==> src/rtl/vga_timing_pkg.sv <==
// vga_timing_pkg
// Default 640x480@60 timing constants, the horizontal/vertical region state
// enums and a saturating 10-bit increment shared by the VGA receive monitor.
// The FP states encode as zero so a cleared register lands in the front porch.

package vga_timing_pkg;

    localparam int unsigned DEF_H_ACTIVE = 640;
    localparam int unsigned DEF_H_FP     = 16;
    localparam int unsigned DEF_H_SYNC   = 96;
    localparam int unsigned DEF_H_BP     = 48;
    localparam int unsigned DEF_V_ACTIVE = 480;
    localparam int unsigned DEF_V_FP     = 10;
    localparam int unsigned DEF_V_SYNC   = 2;
    localparam int unsigned DEF_V_BP     = 33;

    localparam logic [9:0] CNT_MAX = 10'h3FF;

    typedef enum logic [1:0] {
        H_FP_S   = 2'd0,
        H_SYNC_S = 2'd1,
        H_BP_S   = 2'd2,
        H_ACT_S  = 2'd3
    } h_state_e;

    typedef enum logic [1:0] {
        V_FP_S   = 2'd0,
        V_SYNC_S = 2'd1,
        V_BP_S   = 2'd2,
        V_ACT_S  = 2'd3
    } v_state_e;

    function automatic logic [9:0] sat_inc(input logic [9:0] v);
        return (v == CNT_MAX) ? v : v + 10'd1;
    endfunction

endpackage

==> src/rtl/vga_sync_edge.sv <==
// vga_sync_edge
// Two-stage delay of one active-low sync input plus falling-edge detect on
// pixel-strobe samples.
// Ports:
//   clk_i        system clock
//   rst_ni       synchronous active-low reset
//   sync_i       raw sync pin
//   sample_en_i  pixel strobe, already delayed to line up with the second stage
//   fall_o       previous sample 1, current sample 0 (valid only with sample_en_i)

module vga_sync_edge (
    input  logic clk_i,
    input  logic rst_ni,
    input  logic sync_i,
    input  logic sample_en_i,
    output logic fall_o
);

    logic s1_q, s2_q, prev_q;

    always_ff @(posedge clk_i) begin
        if (!rst_ni) begin
            s1_q   <= 1'b0;
            s2_q   <= 1'b0;
            prev_q <= 1'b0;
        end else begin
            s1_q <= sync_i;
            s2_q <= s1_q;
            if (sample_en_i) begin
                prev_q <= s2_q;
            end
        end
    end

    assign fall_o = sample_en_i & prev_q & ~s2_q;

endmodule

==> src/rtl/vga_rx_monitor.sv <==
// vga_rx_monitor
// Measures incoming VGA timing, tracks horizontal/vertical regions and emits
// active-area pixels with coordinates once the timing has matched the configured
// totals for two consecutive frames.
// Optional feature macro: VGA_RX_STATS_EN adds err_cnt (timing mismatch count).
// Ports:
//   clk100, rst_n               clock, synchronous active-low reset
//   pix_en                      pixel strobe (one clk100 cycle per pixel)
//   hsync, vsync                active-low sync inputs
//   red, green, blue            3-bit colour inputs
//   pix_valid, pix_x, pix_y     captured active pixel and its coordinate
//   pix_rgb                     {red,green,blue} of that pixel
//   line_start, frame_start     one-cycle pulses on hsync/vsync falling edges
//   locked                      timing matches the parameters
//   h_total, v_total            last measured line length / frame length
//   err_cnt (VGA_RX_STATS_EN)   saturating count of mismatching total loads

module vga_rx_monitor
    import vga_timing_pkg::*;
#(
    parameter int unsigned H_ACTIVE = DEF_H_ACTIVE,
    parameter int unsigned H_FP     = DEF_H_FP,
    parameter int unsigned H_SYNC   = DEF_H_SYNC,
    parameter int unsigned H_BP     = DEF_H_BP,
    parameter int unsigned V_ACTIVE = DEF_V_ACTIVE,
    parameter int unsigned V_FP     = DEF_V_FP,
    parameter int unsigned V_SYNC   = DEF_V_SYNC,
    parameter int unsigned V_BP     = DEF_V_BP
) (
    input  logic       clk100,
    input  logic       rst_n,
    input  logic       pix_en,
    input  logic       hsync,
    input  logic       vsync,
    input  logic [2:0] red,
    input  logic [2:0] green,
    input  logic [2:0] blue,
    output logic       pix_valid,
    output logic [9:0] pix_x,
    output logic [9:0] pix_y,
    output logic [8:0] pix_rgb,
    output logic       line_start,
    output logic       frame_start,
    output logic       locked,
    output logic [9:0] h_total,
    output logic [9:0] v_total
`ifdef VGA_RX_STATS_EN
    ,
    output logic [15:0] err_cnt
`endif
);

    // Reference totals are the configured sums (800/525 at default timing).
    localparam logic [9:0] H_TOTAL_REF = 10'(H_SYNC + H_BP + H_ACTIVE + H_FP);
    localparam logic [9:0] V_TOTAL_REF = 10'(V_SYNC + V_BP + V_ACTIVE + V_FP);
    localparam logic [9:0] H_BP_START  = 10'(H_SYNC);
    localparam logic [9:0] H_ACT_START = 10'(H_SYNC + H_BP);
    localparam logic [9:0] H_FP_START  = 10'(H_SYNC + H_BP + H_ACTIVE);
    localparam logic [9:0] V_BP_START  = 10'(V_SYNC);
    localparam logic [9:0] V_ACT_START = 10'(V_SYNC + V_BP);
    localparam logic [9:0] V_FP_START  = 10'(V_SYNC + V_BP + V_ACTIVE);

    // Input pipeline: strobe and colour delayed to match the sync edge stages.
    logic       en1_q, en2_q;
    logic [8:0] rgb1_q, rgb2_q;
    logic       hs_fall, vs_fall;

    always_ff @(posedge clk100) begin
        if (!rst_n) begin
            en1_q  <= 1'b0;
            en2_q  <= 1'b0;
            rgb1_q <= '0;
            rgb2_q <= '0;
        end else begin
            en1_q  <= pix_en;
            en2_q  <= en1_q;
            rgb1_q <= {red, green, blue};
            rgb2_q <= rgb1_q;
        end
    end

    vga_sync_edge u_hs_edge (
        .clk_i       (clk100),
        .rst_ni      (rst_n),
        .sync_i      (hsync),
        .sample_en_i (en2_q),
        .fall_o      (hs_fall)
    );

    vga_sync_edge u_vs_edge (
        .clk_i       (clk100),
        .rst_ni      (rst_n),
        .sync_i      (vsync),
        .sample_en_i (en2_q),
        .fall_o      (vs_fall)
    );

    // Counters and measured totals
    logic [9:0] h_cnt_q, h_cnt_d, v_cnt_q, v_cnt_d;
    logic [9:0] h_total_q, h_total_d, v_total_q, v_total_d;
    logic       line_start_q, line_start_d, frame_start_q, frame_start_d;
    logic       h_sat, v_sat;

    always_comb begin
        h_cnt_d       = h_cnt_q;
        v_cnt_d       = v_cnt_q;
        h_total_d     = h_total_q;
        v_total_d     = v_total_q;
        line_start_d  = 1'b0;
        frame_start_d = 1'b0;
        h_sat         = 1'b0;
        v_sat         = 1'b0;
        if (en2_q) begin
            if (hs_fall) begin
                h_cnt_d      = '0;
                // A saturated count reports 1023 rather than wrapping to 0.
                h_total_d    = sat_inc(h_cnt_q);
                v_cnt_d      = sat_inc(v_cnt_q);
                line_start_d = 1'b1;
            end else begin
                h_cnt_d = sat_inc(h_cnt_q);
            end
            // vsync edge wins over the line increment when both fall together.
            if (vs_fall) begin
                v_cnt_d       = '0;
                v_total_d     = sat_inc(v_cnt_q);
                frame_start_d = 1'b1;
            end
            h_sat = (h_cnt_d == CNT_MAX);
            v_sat = (v_cnt_d == CNT_MAX);
        end
    end

    // Lock tracking: good_cnt counts consecutive clean frames, up to 2.
    // The first edge after reset only starts a measurement and is not judged.
    logic       h_seen_q, h_seen_d, v_seen_q, v_seen_d;
    logic       bad_q, bad_d;
    logic [1:0] good_q, good_d;
    logic       h_mis, v_mis, lost;

    always_comb begin
        h_mis    = en2_q & hs_fall & h_seen_q & (h_total_d != H_TOTAL_REF);
        v_mis    = en2_q & vs_fall & v_seen_q & (v_total_d != V_TOTAL_REF);
        lost     = h_mis | v_mis | h_sat | v_sat;
        h_seen_d = h_seen_q | (en2_q & hs_fall);
        v_seen_d = v_seen_q | (en2_q & vs_fall);
        bad_d    = bad_q;
        good_d   = good_q;
        if (en2_q) begin
            if (vs_fall) begin
                if (v_seen_q && !lost && !bad_q) begin
                    good_d = (good_q == 2'd2) ? 2'd2 : good_q + 2'd1;
                end else begin
                    good_d = 2'd0;
                end
                bad_d = 1'b0;
            end else if (lost) begin
                good_d = 2'd0;
                bad_d  = 1'b1;
            end
        end
    end

    always_ff @(posedge clk100) begin
        if (!rst_n) begin
            h_cnt_q       <= '0;
            v_cnt_q       <= '0;
            h_total_q     <= '0;
            v_total_q     <= '0;
            line_start_q  <= 1'b0;
            frame_start_q <= 1'b0;
            h_seen_q      <= 1'b0;
            v_seen_q      <= 1'b0;
            bad_q         <= 1'b0;
            good_q        <= 2'd0;
        end else begin
            h_cnt_q       <= h_cnt_d;
            v_cnt_q       <= v_cnt_d;
            h_total_q     <= h_total_d;
            v_total_q     <= v_total_d;
            line_start_q  <= line_start_d;
            frame_start_q <= frame_start_d;
            h_seen_q      <= h_seen_d;
            v_seen_q      <= v_seen_d;
            bad_q         <= bad_d;
            good_q        <= good_d;
        end
    end

    // Region FSMs: state register
    h_state_e h_state_q, h_state_d;
    v_state_e v_state_q, v_state_d;

    always_ff @(posedge clk100) begin
        if (!rst_n) begin
            h_state_q <= H_FP_S;
            v_state_q <= V_FP_S;
        end else begin
            h_state_q <= h_state_d;
            v_state_q <= v_state_d;
        end
    end

    // Region FSMs: next state, judged on the updated counts
    always_comb begin
        h_state_d = h_state_q;
        v_state_d = v_state_q;
        if (en2_q) begin
            if (hs_fall) begin
                h_state_d = H_SYNC_S;
            end else begin
                unique case (h_state_q)
                    H_SYNC_S: if (h_cnt_d == H_BP_START)  h_state_d = H_BP_S;
                    H_BP_S:   if (h_cnt_d == H_ACT_START) h_state_d = H_ACT_S;
                    H_ACT_S:  if (h_cnt_d == H_FP_START)  h_state_d = H_FP_S;
                    H_FP_S:   h_state_d = H_FP_S;
                endcase
            end
            if (vs_fall) begin
                v_state_d = V_SYNC_S;
            end else begin
                unique case (v_state_q)
                    V_SYNC_S: if (v_cnt_d == V_BP_START)  v_state_d = V_BP_S;
                    V_BP_S:   if (v_cnt_d == V_ACT_START) v_state_d = V_ACT_S;
                    V_ACT_S:  if (v_cnt_d == V_FP_START)  v_state_d = V_FP_S;
                    V_FP_S:   v_state_d = V_FP_S;
                endcase
            end
        end
    end

    // Region FSMs: pixel outputs. Coordinates/colour hold their last capture.
    logic       pix_valid_q, pix_valid_d;
    logic [9:0] pix_x_q, pix_x_d, pix_y_q, pix_y_d;
    logic [8:0] pix_rgb_q, pix_rgb_d;

    always_comb begin
        pix_valid_d = en2_q & (good_d == 2'd2) & (h_state_d == H_ACT_S) &
                      (v_state_d == V_ACT_S);
        pix_x_d     = pix_x_q;
        pix_y_d     = pix_y_q;
        pix_rgb_d   = pix_rgb_q;
        if (pix_valid_d) begin
            pix_x_d   = h_cnt_d - H_ACT_START;
            pix_y_d   = v_cnt_d - V_ACT_START;
            pix_rgb_d = rgb2_q;
        end
    end

    always_ff @(posedge clk100) begin
        if (!rst_n) begin
            pix_valid_q <= 1'b0;
            pix_x_q     <= '0;
            pix_y_q     <= '0;
            pix_rgb_q   <= '0;
        end else begin
            pix_valid_q <= pix_valid_d;
            pix_x_q     <= pix_x_d;
            pix_y_q     <= pix_y_d;
            pix_rgb_q   <= pix_rgb_d;
        end
    end

    assign pix_valid   = pix_valid_q;
    assign pix_x       = pix_x_q;
    assign pix_y       = pix_y_q;
    assign pix_rgb     = pix_rgb_q;
    assign line_start  = line_start_q;
    assign frame_start = frame_start_q;
    assign locked      = (good_q == 2'd2);
    assign h_total     = h_total_q;
    assign v_total     = v_total_q;

`ifdef VGA_RX_STATS_EN
    logic [15:0] err_cnt_q, err_cnt_d;
    logic [16:0] err_sum;

    always_comb begin
        err_sum   = {1'b0, err_cnt_q} + {16'd0, h_mis} + {16'd0, v_mis};
        err_cnt_d = err_sum[16] ? 16'hFFFF : err_sum[15:0];
    end

    always_ff @(posedge clk100) begin
        if (!rst_n) begin
            err_cnt_q <= '0;
        end else begin
            err_cnt_q <= err_cnt_d;
        end
    end

    assign err_cnt = err_cnt_q;
`endif

endmodule

==> config.mk <==
export PLATFORM = sky130hd
export DESIGN_NAME = vga_rx_monitor
export DESIGN_NICKNAME = d
export VERILOG_FILES = /design/src/rtl/vga_timing_pkg.sv /design/src/rtl/vga_sync_edge.sv /design/src/rtl/vga_rx_monitor.sv
export SDC_FILE = /design/constraint.sdc
export NUM_CORES = 1
export LEC_CHECK = 0
export ABC_AREA = 1
export CAP_MARGIN = 10
export CORE_ASPECT_RATIO = 0.7
export CORE_MARGIN = 2
export CORE_UTILIZATION = 60
export CTS_BUF_LIST = sky130_fd_sc_hd__clkbuf_8
export DETAILED_ROUTE_END_ITERATION = 10
export GPL_TIMING_DRIVEN = 0
export MAX_ROUTING_LAYER = met4
export PLACE_DENSITY = 0.85
export SYNTH_ARGS = -nofsm -noshare
export SYNTH_HDL_FRONTEND = slang
export SYNTH_SLANG_ARGS = --single-unit
export TNS_END_PERCENT = 30
==> constraint.sdc <==
create_clock -name clk100 -period 4.7 [get_ports clk100]
set_input_delay 0.705 -clock clk100 [delete_from_list [all_inputs] [get_ports clk100]]
set_output_delay 0.705 -clock clk100 [all_outputs]
set_load 0.1 [all_outputs]
After elaboration in Yosys (flattened, before gate mapping)
Cells that the tools add are included.
{"block": "totals", "register_bits": 107, "latchBits": 0, "ram_bits": 0, "rom_bits": 0, "in_bits": 14, "out_inout_bits": 53, "wordCells": 118, "n_memories": 0}
{"block": "classes", "n_addsub": 5, "mul": 0, "div": 0, "order_cmp": 0, "n_eq_ne": 22, "shift": 0, "mux": 36, "bitwise": 20, "reduce_logical": 9}
{"cell": "2-to-1 mux 10 bit", "n": 13}
{"cell": "== test 10 bit (second input constant)", "n": 6}
{"cell": "2-to-1 mux 2 bit", "n": 15}
{"cell": "adder 10 x 1 -> 10 bit (second input constant)", "n": 2}
{"cell": "!= test 10 bit (second input constant)", "n": 2}
{"cell": "== test 2 bit (second input constant)", "n": 8}
{"cell": "case mux 2 bit (4 select lines)", "n": 2}
{"cell": "bitwise AND 1 bit", "n": 13}
{"cell": "== test 10 x 2 -> 1 bit (second input constant)", "n": 1}
{"cell": "== test 10 x 6 -> 1 bit (second input constant)", "n": 1}
{"cell": "== test 10 x 7 -> 1 bit (second input constant)", "n": 1}
{"cell": "== test 10 x 8 -> 1 bit (second input constant)", "n": 1}
{"cell": "subtractor 10 x 6 -> 10 bit (second input constant)", "n": 1}
{"cell": "subtractor 10 x 8 -> 10 bit (second input constant)", "n": 1}
{"cell": "2-to-1 mux 1 bit", "n": 6}
{"cell": "bitwise OR 1 bit", "n": 5}
{"cell": "== test 2 x 1 -> 1 bit (second input constant)", "n": 2}
{"cell": "logical NOT 2 bit", "n": 2}
{"cell": "AND reduction 2 bit", "n": 2}
{"cell": "adder 2 x 1 -> 2 bit (second input constant)", "n": 1}
{"cell": "logical AND 1 bit", "n": 2}
{"cell": "logical NOT 1 bit", "n": 2}
{"cell": "NOT 1 bit", "n": 2}
{"cell": "nonzero test 2 bit", "n": 1}

Logic depth before layout (Yosys ltp)
{"block": "logic_depth", "ltp_word": 19, "ltp_mapped": 26}

Modules after synthesis
A second synthesis with hierarchy kept.
{"block": "unflattened", "cells_unflattened": 816, "hier_area_um2": 5461.5}
{"mod": "vga_rx_monitor", "instances": 1, "cells_per_inst": 788, "area_per_inst_um2": 5253.8, "seq_area_each_um2": 2021.9}
{"mod": "vga_sync_edge", "instances": 2, "cells_per_inst": 14, "area_per_inst_um2": 103.8, "seq_area_each_um2": 60.1}

Least setup slack after synthesis
Ideal clock, no wire load.
{"block": "synth_path", "kind": "register to register", "start": "register v_cnt_q[0]", "end": "register pix_x_q[1], in the netlist pix_x[1]", "t_arrival_ns": 2.783, "t_required_ns": 4.587, "path_slack_ns": 1.804, "stages_incl_launch_ff": 23, "period_less_slack_ns": 2.896, "cell_sequence": "dfxtp_1 ha_1 nand2_1 nor2_2 nand3_2 buf_2 nand2_1 o21ai_1 nand2_1 o21ai_0 nor2_1 ha_1 nand3_1 nand3b_1 nand2_1 nor2_1 nor2_1 nand2_1 nor2_4 nand3_4 buf_6 nor2_1 nor2_1"}
{"element": "start: declaration", "line": "vga_rx_monitor.sv:99", "source": "logic [9:0] h_cnt_q, h_cnt_d, v_cnt_q, v_cnt_d;"}
{"element": "start signal: assignment", "line": "vga_rx_monitor.sv:178", "source": "v_cnt_q <= v_cnt_d;"}
{"element": "adder 10 x 1 -> 10 bit or == test 10 bit (tied branches)", "line": "vga_timing_pkg.sv:34", "source": "return (v == CNT_MAX) ? v : v + 10'd1;"}
{"element": "2-to-1 mux 10 bit (*)", "line": "vga_timing_pkg.sv:34"}
{"element": "2-to-1 mux 10 bit (*)", "line": "vga_rx_monitor.sv:114", "source": "if (hs_fall) begin"}
{"element": "2-to-1 mux 10 bit (*)", "line": "vga_rx_monitor.sv:124", "source": "if (vs_fall) begin"}
{"element": "2-to-1 mux 10 bit (*) (2 in series)", "line": "vga_rx_monitor.sv:113", "source": "if (en2_q) begin"}
{"element": "via v_cnt_d[1]", "line": "vga_rx_monitor.sv:99"}
{"element": "== test 10 bit (tied with other cells)", "line": "vga_rx_monitor.sv:225", "source": "V_ACT_S: if (v_cnt_d == V_FP_START) v_state_d = V_FP_S;"}
{"element": "2-to-1 mux 2 bit, on equally long branches", "line": "vga_rx_monitor.sv:225, vga_rx_monitor.sv:223, vga_rx_monitor.sv:224"}
{"element": "case mux 2 bit (4 select lines) (*)", "line": "vga_rx_monitor.sv:222", "source": "unique case (v_state_q)"}
{"element": "2-to-1 mux 2 bit (*)", "line": "vga_rx_monitor.sv:219", "source": "if (vs_fall) begin"}
{"element": "2-to-1 mux 2 bit (*)", "line": "vga_rx_monitor.sv:208", "source": "if (en2_q) begin"}
{"element": "== test 2 bit (*)", "line": "vga_rx_monitor.sv:239", "source": "(v_state_d == V_ACT_S);"}
{"element": "bitwise AND 1 bit (*)", "line": "vga_rx_monitor.sv:238", "source": "pix_valid_d = en2_q & (good_d == 2'd2) & (h_state_d == H_ACT_S) &"}
{"element": "end signal: assignment", "line": "vga_rx_monitor.sv:258", "source": "pix_x_q <= pix_x_d;"}
{"element": "end: declaration", "line": "vga_rx_monitor.sv:234", "source": "logic [9:0] pix_x_q, pix_x_d, pix_y_q, pix_y_d;"}
The timed path passes the listed nets; every way through them passes the cells marked *. The select of a mux whose other input is x is not followed.
A chain may end at the register's enable or synchronous reset.

Worst setup path in the final report
{"block": "layout_path", "start": "register v_cnt_q[1]", "end": "register pix_y_q[2], in the netlist pix_y[2]"}
{"element": "adder 10 x 1 -> 10 bit or == test 10 bit (tied branches)", "line": "vga_timing_pkg.sv:34"}
{"element": "2-to-1 mux 10 bit", "line": "vga_timing_pkg.sv:34"}
{"element": "2-to-1 mux 10 bit", "line": "vga_rx_monitor.sv:114"}
{"element": "2-to-1 mux 10 bit", "line": "vga_rx_monitor.sv:124"}
{"element": "2-to-1 mux 10 bit", "line": "vga_rx_monitor.sv:113"}
{"element": "2-to-1 mux 10 bit (*)", "line": "vga_rx_monitor.sv:113"}
{"element": "via v_cnt_d[1]", "line": "vga_rx_monitor.sv:99"}
{"element": "== test 10 bit (tied with other cells)", "line": "vga_rx_monitor.sv:225"}
{"element": "2-to-1 mux 2 bit, on equally long branches", "line": "vga_rx_monitor.sv:225, vga_rx_monitor.sv:223, vga_rx_monitor.sv:224"}
{"element": "case mux 2 bit (4 select lines)", "line": "vga_rx_monitor.sv:222"}
{"element": "2-to-1 mux 2 bit", "line": "vga_rx_monitor.sv:219"}
{"element": "2-to-1 mux 2 bit", "line": "vga_rx_monitor.sv:208"}
{"element": "== test 2 bit", "line": "vga_rx_monitor.sv:239"}
{"element": "bitwise AND 1 bit", "line": "vga_rx_monitor.sv:238"}
{"element": "end signal: assignment", "line": "vga_rx_monitor.sv:259", "source": "pix_y_q <= pix_y_d;"}
{"element": "end: declaration", "line": "vga_rx_monitor.sv:234"}
Marked as above.

==> flow_metrics.tcl <==
set metrics [dict create \
    portBuffers 66 \
    setup_tns_ns 0 \
    clock-sinks 107 \
    finalInstanceArea_mm2 0.00660 \
    yosysUniqueCellTypes 36 \
    cp_slowest_stage_delay_ns 0.44 \
    ir_worst_vdd_mv 0.172 \
    drv_cap 0 \
    io_pins 67 \
    vias 5493 \
    status "complete, no violations" \
    grt_pass1_vias 5297 \
    rrSetupSlack_ns 0.97 \
    worst_pin_slew_ns 1.01 \
    crit_slowest_cell "dfxtp_1" \
    rsz0062_at_grt "false" \
    cts_buffers 9 \
    synth_edf_count 0 \
    holdCritPathClass "reg -> reg" \
    drive_gt1_share_pct 8.77 \
    critPathKind "reg -> reg" \
    dieHeight_um 84.6 \
    final_common_cell "nand2_1" \
    pwr-share-seq_pct 55.2 \
    place_hpwl_um 11300 \
    nets 953 \
    core_area_mm2 0.00903 \
    wire_per_inst_um 14.1 \
    path_cells "ha_1 > nand2_1 > nor2_2 > nand3_2 > buf_2 > nand2_1 > o21ai_1 > nand2_1 > o21ai_0 > nor2_1 > ha_1 > nand3_1 > nand3b_1 > nand2_1 > nor2_1 > nor2_1 > nand2_1 > nor2_4 > buf_2 > nand4_1 > nand2_1 > nor2_1" \
    min_from "u_hs_edge.s1_q$_SDFF_PN0_" \
    avgSynthCellArea_um2 6.52 \
    clockBufferDepth 2 \
    die_area_mm2 0.0101 \
    clock_skew_ns 0.00655 \
    clk_pin_slew_ns 0.10 \
    syn_nets 876 \
    areaGrowthSynthToFinish_pct 18.7 \
    detail-route-antenna-nets 0 \
    power_frac_clock_pct 37.8 \
    grtUsageTotal_pct 31.5 \
    start_util_pct 61.6 \
    hold_viol 0 \
    cp_max_fo 10 \
    arrival_ns 4.03 \
    multi_input_area_mm2 0.00270 \
    p_per_area_mw_per_mm2 255 \
    cp-startpoint "v_cnt_q[1]$_SDFF_PN0_" \
    leakagePower_nw 3.16 \
    fillers 744 \
    critical_path.most_common_cell "nand2_1" \
    first_pass_iters 6 \
    holdBufCountCts 0 \
    drt-total-wl_um 14900 \
    finalSetupViolCount 0 \
    period_needed_ns 3.73 \
    vias_per_cell 5.19 \
    antenna_cells 0 \
    async_reset_ff_share_pct 0 \
    cp_num_buf_inv 2 \
    drc 0 \
    grt_max_degree 19 \
    postCtsSetupRepairBufs 0 \
    cts.repair.resized 0 \
    p_sw_share_pct 25.0 \
    crit_family "simple AND/OR/NAND/NOR gates" \
    ys_dominant_reg_cell "dfxtp_1" \
    synthCells 853 \
    cts_root_buffer "clkbuf_8" \
    power.switching_mw 0.422 \
    die_x_um 119 \
    synth-seq-area-share_pct 38.5 \
    final_cell_mix "nand2_1, nor2_1, inv_1" \
    antenna_found_initial 0 \
    place.gp.congestion 0.939 \
    timing.fmax_ghz 0.268 \
    first_iter_violations 448 \
    cts_tree "done" \
    p_comb_share_pct 7.0 \
    netlist_area_mm2 0.00556 \
    timing.rr.start "v_cnt_q[1]$_SDFF_PN0_" \
    grt_pass1_wl_um 24600 \
    crit_required_ns 4.99 \
    postPlaceCellArea_mm2 0.00638 \
    rows 29 \
    max_slew_margin_pct 32.4 \
    cp-start-kind "flop" \
    period_share_pct 79.4 \
    htree_levels 3 \
    p_int_mw 1.26 \
    yosys_warnings 0 \
    maxSlewViolCount 0 \
    clk_latency_ns 0.39 \
    regArea_mm2 0.00214 \
    crit_path_end_kind "flop" \
    ys_ff_latch 107 \
    grt_overflow 0 \
]
==> power by group through the flow <==
stage / logic (mW) / registers (mW) / clock network [mW]
floorplan: 0.0660 / 0.961 / 0
global placement: 0.112 / 0.950 / 0
detailed placement: 0.115 / 0.951 / 0
CTS: 0.116 / 0.930 / 0.643
global route: 0.130 / 0.932 / 0.674
finish: 0.118 / 0.930 / 0.638
==> state kept, by name, summed over array words and instances, names as in the netlist, 2 cells and up <==
| name | cells |
|---|---|
| pix_x | 10 |
| h_cnt_q | 10 |
| h_total | 10 |
| rgb2_q | 9 |
| pix_rgb | 9 |
| h_state_q | 2 |
| v_cnt_q | 10 |
| pix_y | 10 |
| rgb1_q | 9 |
| good_q | 2 |
| v_total | 10 |
| v_state_q | 2 |
==> cell type report <==
class                           count  area share, %
Buffer                             32           2.46
Clock buffer                        9           1.88
Clock inverter                      7           1.50
Inverter                          149           8.47
Multi-Input combinational cell    565           40.9
Sequential cell                   107           32.4
Tap cell                          124           2.35
Timing Repair Buffer               66           10.0
==> metrics by stage <==
step | std cells | util (%) | total power [mW] | setup slack, ns | hold WS [ns]
6_report | 1059 | 73.1 | 1.69 | 0.967 | 0.416
5_1_grt | 1059 | 73.1 | 1.74 | 0.692 | 0.444
4_1_cts | 1059 | 73.1 | 1.69 | 1.08 | 0.425
3_5_place_dp | 1043 | 70.6 | 1.07 | 1.14 | 0.400
3_3_place_gp | 1043 | 70.6 | 1.06 | 1.26 | 0.399
2_1_floorplan | 853 | - | 1.03 | 1.80 | 0.390
==> cells in the mapped netlist (all sizes together), types with 2 or more instances <==
master | number | area share, %
inv | 148 | 10
ha | 9 | 2.0
nand4 | 33 | 3.8
a21oi | 18 | 2.0
nor2 | 153 | 11
o21bai | 6 | 0.81
o21a | 2 | 0.27
buf | 21 | 2.2
nand3b | 2 | 0.27
dfxtp | 107 | 39
or2 | 10 | 1.1
nand2 | 235 | 16
xor2 | 12 | 1.9
nand3 | 54 | 5.8
clkbuf | 11 | 0.74
o21ai | 19 | 1.8
nor3 | 4 | 0.36
xnor2 | 3 | 0.47
==> worst register-to-register path, stage by stage (launching register included) <==
cell	delay, ns
dfxtp_1	0.44
ha_1	0.23
nand2_1	0.12
nor2_2	0.17
nand3_2	0.16
buf_2	0.23
nand2_1	0.08
o21ai_1	0.08
nand2_1	0.09
o21ai_0	0.12
nor2_1	0.26
ha_1	0.23
nand3_1	0.09
nand3b_1	0.20
nand2_1	0.09
nor2_1	0.05
nor2_1	0.12
nand2_1	0.11
nor2_4	0.17
buf_2	0.29
nand4_1	0.14
nand2_1	0.11
nor2_1	0.05
==> worst paths after layout <==
kind                            cells after the start                   endpoint
worst min-delay path                                2  u_hs_edge.s2_q$_SDFF_PN0_
worst max-delay path                               22      pix_y[2]$_SDFFE_PN0P_
worst max register to register                     22      pix_y[2]$_SDFFE_PN0P_
worst min register to register                      2  u_hs_edge.s2_q$_SDFF_PN0_
==> routing by layer <==
metal  vias up  GRT usage (%)  routed length, µm
met5         -              -                  0
met1      2545           40.7               6830
met3        22           6.93               1020
met2       182           49.9               6850
li1       2744              -                  -
met4         0           9.31                204
==> kinds of logic (layout without fill, tap and decap cells) <==
logic type	after synthesis	after routing	synth area share (%)
AND/OR/NAND/NOR	491	491	38.5
flip-flops	107	107	38.5
XOR/XNOR	15	15	2.36
buffers and inverters	181	263	13.0
AO/OA/AOI/OAI	49	49	5.44
multiplexers	1	1	0.180
adder cells (fa/ha/maj)	9	9	2.02
Note: power is estimated with default switching activity, not from simulation.
